File: src/rtl/md_pkg.sv
// Shared multiply/divide opcode constants, FSM state encoding and opcode classifiers
// used by the MD controller, the decoder and the arithmetic unit.
package md_pkg;

    localparam logic [3:0] OP_NONE  = 4'd0;
    localparam logic [3:0] OP_MULT  = 4'd1;
    localparam logic [3:0] OP_MULTU = 4'd2;
    localparam logic [3:0] OP_DIV   = 4'd3;
    localparam logic [3:0] OP_DIVU  = 4'd4;
    localparam logic [3:0] OP_MFHI  = 4'd5;
    localparam logic [3:0] OP_MFLO  = 4'd6;
    localparam logic [3:0] OP_MTHI  = 4'd7;
    localparam logic [3:0] OP_MTLO  = 4'd8;

    typedef enum logic [1:0] {
        ST_IDLE = 2'd0,
        ST_RUN  = 2'd1,
        ST_DONE = 2'd2
    } md_state_e;

    // True for the four operations that occupy the arithmetic unit.
    function automatic logic is_arith(input logic [3:0] op);
        return (op >= OP_MULT) && (op <= OP_DIVU);
    endfunction

    function automatic logic is_mult(input logic [3:0] op);
        return (op == OP_MULT) || (op == OP_MULTU);
    endfunction

    // Any instruction that touches HI/LO or the arithmetic unit; 9..15 decode as none.
    function automatic logic is_md(input logic [3:0] op);
        return is_arith(op) || (op == OP_MFHI) || (op == OP_MFLO) ||
               (op == OP_MTHI) || (op == OP_MTLO);
    endfunction

endpackage

File: src/rtl/md_ctrl_if.sv
// Pipeline-to-MD-controller interface: opcodes from the E and D stages in,
// unit control, HI/LO write strobes and the D-stage stall out.
interface md_ctrl_if;

    logic [3:0] e_op;
    logic [3:0] d_op;
    logic       start;
    logic       busy;
    logic [3:0] cur_op;
    logic       hilo_we;
    logic       hi_we;
    logic       lo_we;
    logic       stall_d;

    modport master (
        output e_op, d_op,
        input  start, busy, cur_op, hilo_we, hi_we, lo_we, stall_d
    );

    modport slave (
        input  e_op, d_op,
        output start, busy, cur_op, hilo_we, hi_we, lo_we, stall_d
    );

endinterface

File: src/rtl/md_ctrl.sv
// Multiply/divide sequencer: issues one operation at a time, counts its latency,
// pulses the HI/LO result write and stalls MD-class instructions in D meanwhile.
module md_ctrl
    import md_pkg::*;
#(
    parameter int unsigned MULT_LAT = 5,
    parameter int unsigned DIV_LAT  = 10
) (
    input  logic          clk,
    input  logic          reset,
    md_ctrl_if.slave      bus
);

    localparam logic [3:0] MULT_CNT = 4'(MULT_LAT - 1);
    localparam logic [3:0] DIV_CNT  = 4'(DIV_LAT - 1);

    md_state_e  state_r;
    logic [3:0] cnt_r;
    logic [3:0] cur_op_r;

    logic       start_s;
    logic       hi_we_s;
    logic       lo_we_s;
    logic       busy_s;
    logic       hilo_we_s;
    logic       stall_s;

    // Issue and mthi/mtlo strobes: only from IDLE, and reset overrides them.
    always_comb begin
        start_s = 1'b0;
        hi_we_s = 1'b0;
        lo_we_s = 1'b0;
        if ((state_r == ST_IDLE) && !reset) begin
            start_s = is_arith(bus.e_op);
            hi_we_s = (bus.e_op == OP_MTHI);
            lo_we_s = (bus.e_op == OP_MTLO);
        end else begin
            start_s = 1'b0;
            hi_we_s = 1'b0;
            lo_we_s = 1'b0;
        end
    end

    // Status and D-stage interlock; busy covers DONE so mfhi/mflo wait for the write.
    always_comb begin
        busy_s    = (state_r != ST_IDLE);
        hilo_we_s = (state_r == ST_DONE);
        stall_s   = is_md(bus.d_op) && (start_s || busy_s);
    end

    // Sequencer FSM with inline latency down-counter.
    always_ff @(posedge clk) begin
        if (reset) begin
            state_r  <= ST_IDLE;
            cnt_r    <= 4'd0;
            cur_op_r <= OP_NONE;
        end else begin
            case (state_r)
                ST_IDLE: begin
                    if (start_s) begin
                        state_r  <= ST_RUN;
                        cur_op_r <= bus.e_op;
                        cnt_r    <= is_mult(bus.e_op) ? MULT_CNT : DIV_CNT;
                    end else begin
                        state_r  <= ST_IDLE;
                        cur_op_r <= OP_NONE;
                        cnt_r    <= 4'd0;
                    end
                end
                ST_RUN: begin
                    if (cnt_r == 4'd1) begin
                        state_r <= ST_DONE;
                        cnt_r   <= 4'd0;
                    end else begin
                        state_r <= ST_RUN;
                        cnt_r   <= cnt_r - 4'd1;
                    end
                end
                ST_DONE: begin
                    state_r  <= ST_IDLE;
                    cur_op_r <= OP_NONE;
                    cnt_r    <= 4'd0;
                end
                default: begin
                    state_r  <= ST_IDLE;
                    cur_op_r <= OP_NONE;
                    cnt_r    <= 4'd0;
                end
            endcase
        end
    end

    assign bus.start   = start_s;
    assign bus.busy    = busy_s;
    assign bus.cur_op  = cur_op_r;
    assign bus.hilo_we = hilo_we_s;
    assign bus.hi_we   = hi_we_s;
    assign bus.lo_we   = lo_we_s;
    assign bus.stall_d = stall_s;

endmodule

File: src/flat_wrapper.sv
// flat-port wrapper written by rule: the top's interface ports become plain ports
module md_ctrl_flat import md_pkg::*;
#(
    parameter int unsigned MULT_LAT = 5,
    parameter int unsigned DIV_LAT  = 10
)
  (clk, reset, bus_e_op, bus_d_op, bus_start, bus_busy, bus_cur_op, bus_hilo_we, bus_hi_we, bus_lo_we, bus_stall_d);
  md_ctrl_if bus_i ();
  input  logic clk;
  input  logic reset;
  input wire logic [$bits(bus_i.e_op)-1:0] bus_e_op;
  input wire logic [$bits(bus_i.d_op)-1:0] bus_d_op;
  output wire logic [$bits(bus_i.start)-1:0] bus_start;
  output wire logic [$bits(bus_i.busy)-1:0] bus_busy;
  output wire logic [$bits(bus_i.cur_op)-1:0] bus_cur_op;
  output wire logic [$bits(bus_i.hilo_we)-1:0] bus_hilo_we;
  output wire logic [$bits(bus_i.hi_we)-1:0] bus_hi_we;
  output wire logic [$bits(bus_i.lo_we)-1:0] bus_lo_we;
  output wire logic [$bits(bus_i.stall_d)-1:0] bus_stall_d;
  assign bus_i.e_op = bus_e_op;
  assign bus_i.d_op = bus_d_op;
  assign bus_start = bus_i.start;
  assign bus_busy = bus_i.busy;
  assign bus_cur_op = bus_i.cur_op;
  assign bus_hilo_we = bus_i.hilo_we;
  assign bus_hi_we = bus_i.hi_we;
  assign bus_lo_we = bus_i.lo_we;
  assign bus_stall_d = bus_i.stall_d;
  md_ctrl #(.MULT_LAT(MULT_LAT), .DIV_LAT(DIV_LAT)) u_core (.clk(clk), .reset(reset), .bus(bus_i));
endmodule
File: config.mk
export PLATFORM = sky130hd
export DESIGN_NAME = md_ctrl_flat
export DESIGN_NICKNAME = d
export VERILOG_FILES = /design/src/rtl/md_pkg.sv /design/src/rtl/md_ctrl_if.sv /design/src/rtl/md_ctrl.sv /design/src/flat_wrapper.sv
export SDC_FILE = /design/constraint.sdc
export NUM_CORES = 1
export LEC_CHECK = 0
export CORE_MARGIN = 3
export CORE_UTILIZATION = 40
export DETAILED_ROUTE_END_ITERATION = 10
export PLACE_DENSITY = 0.74
export SLEW_MARGIN = 10
export SYNTH_ARGS = -nofsm -noshare
export SYNTH_HDL_FRONTEND = slang
export SYNTH_SLANG_ARGS = --single-unit
File: constraint.sdc
create_clock -name clk -period 2.45 [get_ports clk]
set_input_delay 0.49 -clock clk [delete_from_list [all_inputs] [get_ports clk]]
set_output_delay 0.49 -clock clk [all_outputs]
set_load 0.03 [all_outputs]
==> results <==
- The initial antenna violation count is 0.
- The multi-input combinational cells in the finished layout cover a total of 316.6 um^2.
- In this run the number of H-tree levels came out at 1.
- The layout-stage area growth over the synthesis result is 52.74%.
- Of the total synthesized cell area, the portion taken by AND, OR, NAND and NOR gates is 0.3628.
- The first global-routing pass estimated 1.952 mm of wire.
- For the pin with the worst max-slew slack, the measured transition is 0.3140 ns.
- The critical-path maximum fanout is 2.
- The final critical-path required period is 2.382 ns.
- The worst setup path is launched from a primary input.
- Summing all non-filler instances in the final layout gives an area of 800.8 um^2.
- The number of fill cells in the layout is 97.
- In the final layout, the share of cells above drive strength 1 is 0.2738.
- The flow ran to the end, and the final reports show no timing, DRC or antenna violations.
- The number of max-slew violations in the final report is 0.
- The die covers 0.001781 mm^2.
- Headroom to the max-slew limit came out at 0.7900.
- The final route contains 487 vias.
- Of the post-synthesis cell area, the part taken by muxes is 0.
- The number of buffers on the longest clock path is 2.
- The count of buffers added on input and output ports is 19.
- The combinational family with the most area after synthesis is simple AND/OR/NAND/NOR gates.
- The cell count after synthesis came out at 55.
- The detailed placement HPWL is 933.8 um.
- In this run the static leakage power is 0.3256 nW.
- Data on the critical path is required at its endpoint by 1.96 ns.
- The buffer and inverter count on the worst path is 2.
- The worst hold path belongs to the class reg2reg.
- The die is 42.20 um tall.
- The total overflow left after global routing is 0.
- The tool flagged a number of max-cap violations equal to 0.
- In the routed layout, each cell is associated on average with a via count of 4.969.
- The source-to-sink clock delay at the later pin of the worst-skew pair is 0.26 ns.
- In this run the core area contains 12 standard-cell rows.
- The number of hold buffers added after CTS is 0.
- The design draws 368.3 uW.
- For the worst setup path, the data arrival time is 1.89 ns.
- The critical path is of the in2out type.
- In this run, distinct cell masters in the synthesized netlist total 27.
- The portion of the clock cycle consumed by the worst path in the final layout is 0.9722.
- The achievable frequency is 419.8 MHz.
- The worst setup path is captured at an output port.
- The critical path's slowest cell is sky130_fd_sc_hd__clkdlybuf4s50_1.
- The post-CTS repair timing setup buffer count is 0.
- The synthesized netlist occupies a cell area of 524.3 um^2.
- Entering global routing, the biggest net connects 7 pins.
- The number of optimization iterations in the first detailed-route pass is 4.
- The synthesized-area fraction occupied by ao, oa, aoi and oai cells is 0.1432.
- On the worst path, the slowest cell contributes a delay of 0.41 ns.
- The number of top-level pins is 20.
- Across every metal layer, demand over resource in global routing totals 0.1434.
- The standard cell core area is 0.001171 mm^2.
- The CTS tree is yes.
- The detailed-route wire length per cell is 11.56 um.
- From left edge to right edge, the die measures 42.20 um.
- The cell area power density is 459.9 mW/mm^2.
- The total area of sequential cells is 200.2 um^2.
- The cell family contributing the most delay on the critical path is buffers and inverters.
- For this run, the post-layout net count is 98.
- Walking the worst path, the cells encountered are clkdlybuf4s50_1 > or3_1 > and3_4 > o21a_1 > clkdlybuf4s15_2.
- In the routed design, unresolved DRC markers number 0.
- For the final database, setup skew stands at 0.002629 ns.
- The number of global-route vias before repair is 485.
- The synthesized design contains 10 register bits.
- The repair_antennas step left the layout with diodes totalling 0.
- The setup violation total in the final timing report is 0.
- The tree built by TritonCTS fans out to 10 sinks.
- Clock-pin slew was measured on the worst setup and hold paths at 0.06 ns.
- Across the VDD grid, the largest voltage drop is 343.0 uV.
- The instance area at placement is 777.0 um^2.
- The number of failing hold endpoints at the final stage came to 0.
- The adder-cell share of the synthesized area is 0.04773.
- The placer congestion estimate is 0.7471.
- A synthesized cell averages 9.532 um^2.
- In this run, CTS created clock tree buffers numbering 3.
- The library cell used as clock root buffer is sky130_fd_sc_hd__clkbuf_4.
- The initial utilization of the core area, before any placement, comes to 0.4476.
- The violation count after the first detailed-route iteration is 5.
- The count of nets left with antenna violations once routing finished came out at 0.
- The routed wire length is 1.133 mm.
- Setup repair after global routing left no endpoint under its margin.
- The number of nets produced by synthesis is 67.
- Of the total synthesized cell area, the portion taken by XOR and XNOR cells is 0.05012.
- The sequential area share after synthesis is 0.3819.
- Yosys printed 0 warnings.
synth_stat cells:
master,n,area [um^2]
sky130_fd_sc_hd__a21boi_0,1,7.510
sky130_fd_sc_hd__a21oi_1,1,5.000
sky130_fd_sc_hd__a22o_1,2,17.52
sky130_fd_sc_hd__a32oi_1,1,8.760
sky130_fd_sc_hd__and2_1,1,6.260
sky130_fd_sc_hd__and2b_1,1,7.510
sky130_fd_sc_hd__and2b_2,4,35.03
sky130_fd_sc_hd__and3_1,1,6.260
sky130_fd_sc_hd__and3_4,1,11.26
sky130_fd_sc_hd__and4_2,1,10.01
sky130_fd_sc_hd__dfxtp_1,10,200.2
sky130_fd_sc_hd__ha_1,2,25.02
sky130_fd_sc_hd__inv_1,2,7.510
sky130_fd_sc_hd__nand2_1,1,3.750
sky130_fd_sc_hd__nand2b_1,2,12.51
sky130_fd_sc_hd__nor2_1,5,18.77
sky130_fd_sc_hd__nor2b_1,1,6.260
sky130_fd_sc_hd__nor3_1,3,15.01
sky130_fd_sc_hd__nor3b_1,2,15.01
sky130_fd_sc_hd__nor4_4,1,21.27
sky130_fd_sc_hd__o21a_1,1,7.510
sky130_fd_sc_hd__o21ai_0,4,20.02
sky130_fd_sc_hd__o311ai_1,1,8.760
sky130_fd_sc_hd__or2_2,1,6.260
sky130_fd_sc_hd__or2b_2,1,8.760
sky130_fd_sc_hd__or3_1,1,6.260
sky130_fd_sc_hd__xnor2_1,3,26.28
cells in the final DEF (no fill, tap or decap), drive strengths merged:
| cell type | count |
|---|---|
| and2 | 1 |
| nor4 | 1 |
| buf | 10 |
| clkdlybuf4s50 | 15 |
| o21ai | 4 |
| or2 | 1 |
| or2b | 1 |
| or3 | 1 |
| a21boi | 1 |
| xnor2 | 3 |
| a22o | 2 |
| ha | 2 |
| nand2 | 1 |
| nor2b | 1 |
| clkdlybuf4s15 | 1 |
| clkbuf | 3 |
| and3 | 2 |
| inv | 2 |
| and4 | 1 |
| o311ai | 1 |
| a21oi | 1 |
| and2b | 5 |
| nor2 | 5 |
| dfxtp | 10 |
| nand2b | 2 |
| o21a | 1 |
| a32oi | 1 |
| nor3 | 3 |
| nor3b | 2 |
area by class of cell:
type                       count  area share
clock buffer                   3     0.02812
inverter                       2    0.009375
multi-input combinational     43      0.3953
sequential                    10      0.2500
tap                           14     0.02188
timing repair buffer          26      0.2953
layer usage:
layer  wire length, um  vias up  GRT usage
met5                 0        -          0
met4                24        0    0.07453
met3                56        5    0.03433
met2               507       13     0.2280
met1               545      211     0.1771
li1                  -      258          -
worst paths after layout:
check,slack [ns],startpoint,depth (start not counted),end
max reg2reg,1.13,u_core.cnt_r[0],5,u_core.state_r[0]
min,0.47,u_core.bus.cur_op[3],1,u_core.bus.cur_op[3]
min reg2reg,0.47,u_core.bus.cur_op[3],1,u_core.bus.cur_op[3]
max,0.07,bus_e_op[0],5,bus_stall_d
cells by family after synthesis:
| family | Yosys count |
|---|---|
| adders and majority gates | 2 |
| DFF | 10 |
| buffers and inverters | 2 |
| xor gates and xnor gates | 3 |
| AOI/OAI and AO/OA | 11 |
| and+or+nand+nor | 27 |
sequential cells by signal, summed over array words and instances, names as in the netlist:
| signal | count |
|---|---|
| u_core.bus.cur_op | 4 |
| u_core.cnt_r | 4 |
| u_core.state_r | 2 |
timing repair:
| action | CTS | global route |
|---|---|---|
| setup endpoints to repair | 1 | 0 |
| hold endpoints to repair | 0 | 0 |
| gates resized for setup | 3 | 0 |
power breakdown:
group          switching, mW  total (mW)  leakage [nW]  internal, mW
Combinational         0.0381      0.0870         0.231        0.0488
Sequential           0.00540       0.174        0.0812         0.169
Clock                 0.0506       0.107        0.0138        0.0565
per-stage QoR:
step / hold WS (ns) / TNS, ns / instances / setup slack (ns) / utilization
6_report: 0.4690 / 0 / 98 / 0.06800 / 0.6838
5_1_grt: 0.4984 / 0 / 98 / 0.007682 / 0.6838
4_1_cts: 0.4773 / 0 / 98 / 0.06264 / 0.6838
3_5_place_dp: 0.4574 / -0.2534 / 95 / -0.2534 / 0.6635
3_3_place_gp: 0.4457 / -0.2331 / 95 / -0.2331 / 0.6635
2_1_floorplan: 0.4721 / 0 / 55 / 0.6198 / -
Note: power is estimated with default switching activity, not from simulation.
